### src/rtl/muldiv_sequencer_if.sv
// muldiv_sequencer_if
//   Request/response bundle between the EX-stage decode and the iterative
//   RV32M multiply/divide sequencer.
//
//   start   request a new operation (honoured only while idle)
//   flush   abort the operation in flight
//   Funct3  operation select, sampled with start
//   op_a    rs1 value, sampled with start
//   op_b    rs2 value, sampled with start
//   result  final result, held until the next done
//   busy    high whenever an operation is in flight (front-end stall)
//   done    one-cycle pulse marking result valid
//
//   master: the requester (decode / testbench)
//   slave : the sequencer
interface muldiv_sequencer_if #(
    parameter int WIDTH = 32
);
    logic             start;
    logic             flush;
    logic [2:0]       Funct3;
    logic [WIDTH-1:0] op_a;
    logic [WIDTH-1:0] op_b;
    logic [WIDTH-1:0] result;
    logic             busy;
    logic             done;

    modport master (
        output start, flush, Funct3, op_a, op_b,
        input  result, busy, done
    );

    modport slave (
        input  start, flush, Funct3, op_a, op_b,
        output result, busy, done
    );
endinterface

### src/rtl/muldiv_sequencer.sv
// muldiv_sequencer
//   Iterative RV32M multiply/divide controller. One shared shift/add-subtract
//   datapath is stepped WIDTH times per operation:
//     IDLE -> PREP -> CALC (WIDTH cycles) -> FIX -> DONE -> IDLE
//   Operands are converted to magnitudes in PREP; signs are reapplied in FIX.
//   Divide-by-zero follows the RISC-V rules; signed overflow falls out of the
//   magnitude datapath with no special case.
//
// Ports
//   clk    system clock, rising edge
//   reset  synchronous, active-high reset
//   bus    muldiv_sequencer_if.slave (start, flush, Funct3, op_a, op_b in;
//          result, busy, done out)
//
// Optional build macro
//   MDU_FAST_ZERO_EN  when defined, an operation with a zero operand skips CALC
//                     (PREP -> FIX -> DONE); results are unchanged.
module muldiv_sequencer #(
    parameter int WIDTH = 32
) (
    input  logic                clk,
    input  logic                reset,
    muldiv_sequencer_if.slave   bus
);
    localparam int CW = $clog2(WIDTH);

    typedef enum logic [2:0] {
        IDLE,
        PREP,
        CALC,
        FIX,
        DONE
    } state_t;

    state_t             state;
    logic [2:0]         fn;
    logic [WIDTH-1:0]   a_reg;
    logic [WIDTH-1:0]   b_reg;
    logic [WIDTH-1:0]   a_abs;
    logic [WIDTH-1:0]   b_abs;
    logic [2*WIDTH-1:0] acc;
    logic               sa;
    logic               sb;
    logic [CW-1:0]      cnt;
    logic [WIDTH-1:0]   result_reg;
    logic               busy_reg;
    logic               done_reg;

    // Operation class and which operands are treated as signed.
    // Multiply: MUL/MULH both signed, MULHSU only op_a, MULHU neither.
    // Divide: DIV/REM signed, DIVU/REMU unsigned.
    logic is_div;
    logic signed_a;
    logic signed_b;

    assign is_div   = fn[2];
    assign signed_a = is_div ? ~fn[0] : (fn[1:0] != 2'b11);
    assign signed_b = is_div ? ~fn[0] : ~fn[1];

    // One datapath step.
    // Multiply: a_abs is the multiplier shifted out LSB-first; the partial
    // sum is added into the top half and the whole product shifts right.
    // Divide: a_abs is the dividend shifted out MSB-first while quotient bits
    // shift in behind it; acc[WIDTH-1:0] holds the running remainder. The
    // extra top bit of div_diff is the borrow of the trial subtraction.
    logic [WIDTH:0]   mul_sum;
    logic [WIDTH:0]   div_shift;
    logic [WIDTH+1:0] div_diff;

    assign mul_sum   = {1'b0, acc[2*WIDTH-1:WIDTH]} + (a_abs[0] ? {1'b0, b_abs} : '0);
    assign div_shift = {acc[WIDTH-1:0], a_abs[WIDTH-1]};
    assign div_diff  = {1'b0, div_shift} - {2'b0, b_abs};

    // Sign correction and output selection used in FIX. A zero divisor
    // overrides the sign logic: quotient all ones, remainder = op_a.
    logic [2*WIDTH-1:0] prod_fix;
    logic [WIDTH-1:0]   quot_fix;
    logic [WIDTH-1:0]   rem_fix;
    logic [WIDTH-1:0]   fix_value;

    assign prod_fix = (sa ^ sb) ? -acc : acc;
    assign quot_fix = (sa ^ sb) ? -a_abs : a_abs;
    assign rem_fix  = sa ? -acc[WIDTH-1:0] : acc[WIDTH-1:0];

    always_comb begin
        fix_value = '0;
        case (fn)
            3'b000:                 fix_value = prod_fix[WIDTH-1:0];
            3'b001, 3'b010, 3'b011: fix_value = prod_fix[2*WIDTH-1:WIDTH];
            3'b100, 3'b101:         fix_value = (b_reg == '0) ? '1 : quot_fix;
            default:                fix_value = (b_reg == '0) ? a_reg : rem_fix;
        endcase
    end

    // Sequencer FSM. All outputs are registered here; busy tracks
    // state != IDLE one-for-one. flush pre-empts everything outside IDLE
    // and in IDLE it masks a coincident start.
    always_ff @(posedge clk) begin
        if (reset) begin
            state      <= IDLE;
            fn         <= '0;
            a_reg      <= '0;
            b_reg      <= '0;
            a_abs      <= '0;
            b_abs      <= '0;
            acc        <= '0;
            sa         <= 1'b0;
            sb         <= 1'b0;
            cnt        <= '0;
            result_reg <= '0;
            busy_reg   <= 1'b0;
            done_reg   <= 1'b0;
        end else if (bus.flush && state != IDLE) begin
            state    <= IDLE;
            busy_reg <= 1'b0;
            done_reg <= 1'b0;
        end else begin
            case (state)
                IDLE: begin
                    if (bus.start && !bus.flush) begin
                        fn       <= bus.Funct3;
                        a_reg    <= bus.op_a;
                        b_reg    <= bus.op_b;
                        busy_reg <= 1'b1;
                        state    <= PREP;
                    end
                end

                PREP: begin
                    sa    <= signed_a & a_reg[WIDTH-1];
                    sb    <= signed_b & b_reg[WIDTH-1];
                    a_abs <= (signed_a & a_reg[WIDTH-1]) ? -a_reg : a_reg;
                    b_abs <= (signed_b & b_reg[WIDTH-1]) ? -b_reg : b_reg;
                    acc   <= '0;
                    cnt   <= CW'(WIDTH - 1);
`ifdef MDU_FAST_ZERO_EN
                    // A zero operand leaves acc and a_abs already holding the
                    // final product/quotient/remainder magnitudes (all zero).
                    if (a_reg == '0 || b_reg == '0) begin
                        state <= FIX;
                    end else begin
                        state <= CALC;
                    end
`else
                    state <= CALC;
`endif
                end

                CALC: begin
                    if (!is_div) begin
                        acc   <= {mul_sum, acc[WIDTH-1:1]};
                        a_abs <= a_abs >> 1;
                    end else if (!div_diff[WIDTH+1]) begin
                        acc   <= {{WIDTH{1'b0}}, div_diff[WIDTH-1:0]};
                        a_abs <= {a_abs[WIDTH-2:0], 1'b1};
                    end else begin
                        acc   <= {{WIDTH{1'b0}}, div_shift[WIDTH-1:0]};
                        a_abs <= {a_abs[WIDTH-2:0], 1'b0};
                    end
                    if (cnt == '0) begin
                        state <= FIX;
                    end else begin
                        cnt <= cnt - CW'(1);
                    end
                end

                FIX: begin
                    result_reg <= fix_value;
                    done_reg   <= 1'b1;
                    state      <= DONE;
                end

                DONE: begin
                    done_reg <= 1'b0;
                    busy_reg <= 1'b0;
                    state    <= IDLE;
                end

                default: begin
                    busy_reg <= 1'b0;
                    done_reg <= 1'b0;
                    state    <= IDLE;
                end
            endcase
        end
    end

    assign bus.result = result_reg;
    assign bus.busy   = busy_reg;
    assign bus.done   = done_reg;
endmodule

### src/flat_wrapper.sv
// flat-port wrapper written by rule: the top's interface ports become plain ports
module muldiv_sequencer_flat 
#(
    parameter int WIDTH = 32
)
  (clk, reset, bus_start, bus_flush, bus_Funct3, bus_op_a, bus_op_b, bus_result, bus_busy, bus_done);
  muldiv_sequencer_if #(.WIDTH(WIDTH)) bus_i ();
  input  logic clk;
  input  logic reset;
  input wire logic [$bits(bus_i.start)-1:0] bus_start;
  input wire logic [$bits(bus_i.flush)-1:0] bus_flush;
  input wire logic [$bits(bus_i.Funct3)-1:0] bus_Funct3;
  input wire logic [$bits(bus_i.op_a)-1:0] bus_op_a;
  input wire logic [$bits(bus_i.op_b)-1:0] bus_op_b;
  output wire logic [$bits(bus_i.result)-1:0] bus_result;
  output wire logic [$bits(bus_i.busy)-1:0] bus_busy;
  output wire logic [$bits(bus_i.done)-1:0] bus_done;
  assign bus_i.start = bus_start;
  assign bus_i.flush = bus_flush;
  assign bus_i.Funct3 = bus_Funct3;
  assign bus_i.op_a = bus_op_a;
  assign bus_i.op_b = bus_op_b;
  assign bus_result = bus_i.result;
  assign bus_busy = bus_i.busy;
  assign bus_done = bus_i.done;
  muldiv_sequencer #(.WIDTH(WIDTH)) u_core (.clk(clk), .reset(reset), .bus(bus_i));
endmodule
### config.mk
export PLATFORM = sky130hd
export DESIGN_NAME = muldiv_sequencer_flat
export DESIGN_NICKNAME = d
export VERILOG_FILES = /design/src/rtl/muldiv_sequencer_if.sv /design/src/rtl/muldiv_sequencer.sv /design/src/flat_wrapper.sv
export SDC_FILE = /design/constraint.sdc
export NUM_CORES = 1
export LEC_CHECK = 0
export ABC_AREA = 1
export CORE_MARGIN = 4
export CORE_UTILIZATION = 50
export DETAILED_ROUTE_END_ITERATION = 8
export PLACE_DENSITY_LB_ADDON = 0.12
export SLEW_MARGIN = 5
export SYNTH_ARGS = -nofsm -noshare
export SYNTH_HDL_FRONTEND = slang
export SYNTH_SLANG_ARGS = --single-unit
### constraint.sdc
create_clock -name clk -period 5.4 [get_ports clk]
set_input_delay 0.54 -clock clk [delete_from_list [all_inputs] [get_ports clk]]
set_output_delay 0.54 -clock clk [all_outputs]
set_load 0.03 [all_outputs]
; ---- Word-level counts from Yosys, hierarchy flattened
; Index checks and enable logic that the tools add are counted.
[totals]
ff_bits = 239
in_bits = 71
output_inout_bits = 34
elab_cells = 86
[op_classes]
n_addsub = 8
eq_ne = 12
muxes = 25
bitwise = 7
reduce_logical = 21
[ops]
columns = operator, count
row1 = 32-bit two-way mux, 9
row2 = 64-bit two-way mux, 2
row3 = 32-bit negator, 4
row4 = 64-bit case mux with 2 select lines, 1
row5 = 32-bit case mux with 3 select lines, 1
row6 = 64-bit negator, 1
row7 = 32-bit case mux with 2 select lines, 1
row8 = 33-bit by 32-bit subtractor with 34-bit output, 1
row9 = 32-bit by 33-bit adder with 33-bit output, 1
row10 = 32-bit logical NOT, 1
row11 = 3-bit by 2-bit == test with 1-bit output (second input constant), 4
row12 = 3-bit case mux with 4 select lines, 1
row13 = 5-bit case mux with 2 select lines, 1
row14 = 2-bit AND reduction, 5
row15 = 3-bit OR reduction, 3
row16 = 3-bit by 1-bit == test with 1-bit output (second input constant), 2
row17 = 3-bit == test (second input constant), 2
row18 = 3-bit logical NOT, 2
row19 = 3-bit two-way mux, 2
row20 = 3-bit AND reduction, 2
row21 = 5-bit logical NOT, 1
row22 = 5-bit two-way mux, 1
row23 = 5-bit by 1-bit subtractor with 5-bit output (second input constant), 1
row24 = 1-bit two-way mux, 4
row25 = 11 further kinds, 20

; ---- Logic depth before layout (Yosys ltp)
[logic_depth]
depth_word = 5
mapped_depth = 18

; ---- Least setup slack after synthesis
; OpenSTA, ideal clock, no wires.
[synth_path]
path_kind = flip-flop to flip-flop
start = register u_core.a_abs[0]
end = register u_core.acc[51]
setup_time_ps = 132
arrival_time_ps = 2339
path_slack_ps = 2929
stages_incl_launch_ff = 15
synth_period_minus_slack_ps = 2471
cell_sequence = dfxtp_1 -> buf_2 -> clkbuf_1 -> nand2_1 -> inv_1 -> ha_1 -> inv_1 -> fa_1 -> o21ai_1 -> nand4_1 -> nand3_1 -> a21boi_0 -> or2_0 -> nand3_1 -> a21oi_1
[synth_between]
elab_chain_cells = 4
[synth_rtl]
columns = item, line_no
row1 = start: declaration, muldiv_sequencer.sv:39  ; logic [WIDTH-1:0] a_abs;
row2 = start signal: assignment, muldiv_sequencer.sv:132  ; a_abs <= (signed_a & a_reg[WIDTH-1]) ? -a_reg : a_reg;
row3 = start signal: assignment, muldiv_sequencer.sv:152  ; a_abs <= a_abs >> 1;
row4 = start signal: assignment, muldiv_sequencer.sv:155  ; a_abs <= {a_abs[WIDTH-2:0], 1'b1};
row5 = 32-bit two-way mux, muldiv_sequencer.sv:70  ; assign mul_sum = {1'b0, acc[2*WIDTH-1:WIDTH]} + (a_abs[0] ? {1'b0, b_abs} : '0);
row6 = 32-bit by 33-bit adder with 33-bit output, muldiv_sequencer.sv:70
row7 = 64-bit two-way mux, muldiv_sequencer.sv:150  ; if (!is_div) begin
row8 = 64-bit case mux with 2 select lines, muldiv_sequencer.sv:118  ; case (state)
row9 = end signal: assignment, muldiv_sequencer.sv:151  ; acc <= {mul_sum, acc[WIDTH-1:1]};
row10 = end signal: assignment, muldiv_sequencer.sv:154  ; acc <= {{WIDTH{1'b0}}, div_diff[WIDTH-1:0]};
row11 = end signal: assignment, muldiv_sequencer.sv:157  ; acc <= {{WIDTH{1'b0}}, div_shift[WIDTH-1:0]};
row12 = end: declaration, muldiv_sequencer.sv:41  ; logic [2*WIDTH-1:0] acc;
; Every way passes these cells.
; A chain may end at the register's enable or synchronous reset.

; ---- Final worst setup path
[layout_path]
start = register u_core.sa
end = register u_core.result_reg[19], in the netlist u_core.bus.result[19]
[layout_between]
elab_chain_cells = 4
word_cells_on_any_way = 7
[layout_rtl]
columns = item, line_no
row1 = start: declaration, muldiv_sequencer.sv:42  ; logic sa;
row2 = start signal: assignment, muldiv_sequencer.sv:130  ; sa <= signed_a & a_reg[WIDTH-1];
row3 = 1-bit XOR, "muldiv_sequencer.sv:81, muldiv_sequencer.sv:82"
row4 = 32-bit two-way mux, muldiv_sequencer.sv:82  ; assign quot_fix = (sa ^ sb) ? -a_abs : a_abs;
row5 = 32-bit two-way mux, muldiv_sequencer.sv:90  ; 3'b100, 3'b101: fix_value = (b_reg == '0) ? '1 : quot_fix;
row6 = 32-bit case mux with 3 select lines (*), muldiv_sequencer.sv:87  ; case (fn)
row7 = end signal: assignment, muldiv_sequencer.sv:168  ; result_reg <= fix_value;
row8 = end: declaration, muldiv_sequencer.sv:45  ; logic [WIDTH-1:0] result_reg;
; Mark *: on every way between the ends. The rest lies on a longest branch, timed or not.

==> impl_metrics.csv <==
group,metric,value,unit
outcome,status,"complete, no violations",
finish,synthToLayoutAreaGrowth,11.3,%
synth,synth_top_area_share,23.0,%
clock_network,cts_max_path_buffers,3,
finish,nets,3759,
power,p_leak,11.1,nW
hold_path,hp-class,"in -> reg",
synth,yosys_warnings,0,
synth,synthTopCellsByArea,"dfxtp_1 (23%), nand2_1 (17%), a21oi_1 (8.2%)",
die,initial_core_util,50.8,%
finish,final_common_cell,"nand2_1",
die,core_area,40900,µm²
clock_network,ctsResizeCount,0,
synth,avgSynthCellArea,5.77,µm²
synth,synth_fp_nets,3746,
timing,tns,0,ns
timing,fin_ws,1.96,ns
timing,slew_violations,0,
die,die_height,212,µm
global_routing,grt.total_usage,38.3,%
timing,worstMarginPinSlew,1.32,ns
synth,synthFlopType,"dfxtp_1",
clock_network,cts_hold_buf,0,
timing,relSlewSlack,12.3,%
clock_network,clock_latency,0.59,ns
global_routing,grt_pass1_vias,22600,
power,irDropWorstVdd,0.000440,V
synth,synth-edff-count,0,
timing,rsz0062_at_grt,"false",
global_routing,antenna_found_initial,2,
clock_network,cts_tree,"yes",
placed_design,dpl_cell_area,22000,µm²
finish,fin_cells,4170,
setup_path,critPathCaptureType,"flop",
placed_design,dp_cells,4117,
timing,finalSetupViolCount,0,
global_routing,gr-total-overflow,0,
timing,fin_hold_ws,0.432,ns
flow_run,max-cap-violations,0,
clock_network,cts.clk_slew.worst_paths,0.06,ns
global_routing,grt_max_degree,141,
timing,finClkSkew,0.0184,ns
routing,drc,0,
setup_path,arrival,3.91,ns
power,p_total,13.1,mW
setup_path,crit_fanout,59,
finish,seqCellArea,4780,µm²
placed_design,post-place-ws,2.14,ns
die,die_area,44900,µm²
clock_network,numClockSinks,239,
finish,final_cell_mix,"nand2_1 (953), inv_1 (435), nor2_1 (400), a21oi_1 (341), nand3_1 (318)",
die,fp-row-count,74,
synth,ys_ff_latch,239,
power,p_per_area,566,nW/µm²
clock_network,numCtsBuffers,29,
clock_network,root_buffer,"clkbuf_16",
routing,vias,25100,
setup_path,critPathRequiredTime,5.87,ns
timing,period_share,63.6,%
clock_network,post-cts-setup-buffers,0,
finish,final_design_area_no_fill,23100,µm²
routing,ant_nets,0,
setup_path,path_class,"reg -> reg",
finish,nFillCells,4251,
synth,synth_async_sr_flop_share,0,%
placed_design,dp_hpwl,71.4,mm
die,ioPinCount,105,
placed_design,port_buffers,104,
timing,fmaxAchievable,291,MHz
finish,largest_register_ffs,64,
clock_network,cts.htree.levels,1,
synth,synthCells,3603,
routing,viasPerCell,6.03,
routing,drtIter0Drc,3614,
synth,ys_types,53,
die,fp.dieW,212,µm
routing,first_pass_iters,9,
finish,multi_input_area,13700,µm²
synth,syn_area,20800,µm²
finish,drive_gt1_share,4.51,%
routing,totalWireLength,90.0,mm
placed_design,globalplace.congestion,1.09,
global_routing,grt_pass1_wl,134,mm
routing,wl_per_cell,21.6,µm
setup_path,critPathLaunchType,"flop",
synth,synth_top_cell_by_area,"dfxtp_1",
synth,ys_seq_area_share,23.0,%
timing,final.min_clock_period,3.44,ns
finish,largest_register,"u_core.acc",
timing,final_hold_viol_count,0,
finish,utilization,56.5,%
synthesized netlist by cell type (16+ instances only):
| cell | instances |
|---|---|
| nand2_1 | 955 |
| o21ai_0 | 274 |
| nor2_2 | 16 |
| a21oi_1 | 342 |
| inv_1 | 436 |
| o21ai_1 | 29 |
| or2_2 | 20 |
| nand4_1 | 59 |
| nor2_1 | 405 |
| nand3b_1 | 22 |
| buf_1 | 17 |
| o211ai_1 | 33 |
| xor2_1 | 53 |
| dfxtp_1 | 239 |
| nand3_1 | 318 |
| xnor2_1 | 17 |
| nor3_1 | 29 |
| clkbuf_1 | 88 |
| a221oi_1 | 39 |
| buf_2 | 28 |
| ha_1 | 70 |
final cells by class:
cell class              instances  share of cell area (%)
multi-input cells            2768                    59.2
well taps                     532                    2.88
repair buffers                125                    5.17
inverters                     453                    7.39
clock buffers                  38                    3.42
diodes                          1                  0.0108
flip-flops and latches        239                    20.7
clock inverters                14                    1.20
per-layer routing:
metal,track usage (%),wire length (µm),part of all wire [%],vias up
met4,13.2,4170,4.6,2
met5,0,13,0.014,-
met1,53.2,37100,41,11500
met3,11.8,12100,13,259
li1,-,-,-,11800
met2,56.5,36700,41,1541
logic make-up (layout without fill, tap and decap cells):
kind of cell / after synthesis / after routing / share of synthesized area, %
xor+xnor: 70 / 70 / 2.95
other cells: 0 / 1 / 0
fa+ha+maj: 72 / 72 / 4.41
buf+inv: 596 / 630 / 11.3
simple gates: 1874 / 1874 / 38.7
compound gates: 752 / 752 / 19.6
flops: 239 / 239 / 23.0
worst max-delay path, cell delays in order, from the launching register on:
cell     delay, ns
dfxtp_1       0.30
buf_4         0.25
inv_1         0.69
nand2_1       0.21
nand2_4       0.57
buf_4         0.40
buf_4         0.28
nand2_1       0.11
nand2_1       0.09
nand2_1       0.05
nand3_1       0.09
nand3_1       0.07
nor2_1        0.13
nor2_1        0.05
where the power goes:
group          switching, mW  leakage (nW)  total (mW)  internal [mW]
sequential             0.550          1.95        2.69           2.14
clock                  0.839         0.519        2.24           1.40
combinational           5.86          8.64        8.16           2.29
path summary, 6_finish.rpt:
| check | to | cells after the start | slack [ns] | from |
|---|---|---|---|---|
| setup / recovery | u_core.bus.result[19] | 13 | 1.96 | u_core.sa |
| hold / removal | u_core.cnt[4] | 2 | 0.43 | reset |
| setup reg to reg | u_core.bus.result[19] | 13 | 1.96 | u_core.sa |
| hold reg to reg | u_core.cnt[0] | 1 | 0.47 | u_core.cnt[0] |
Power figures use the tool's default switching activity.
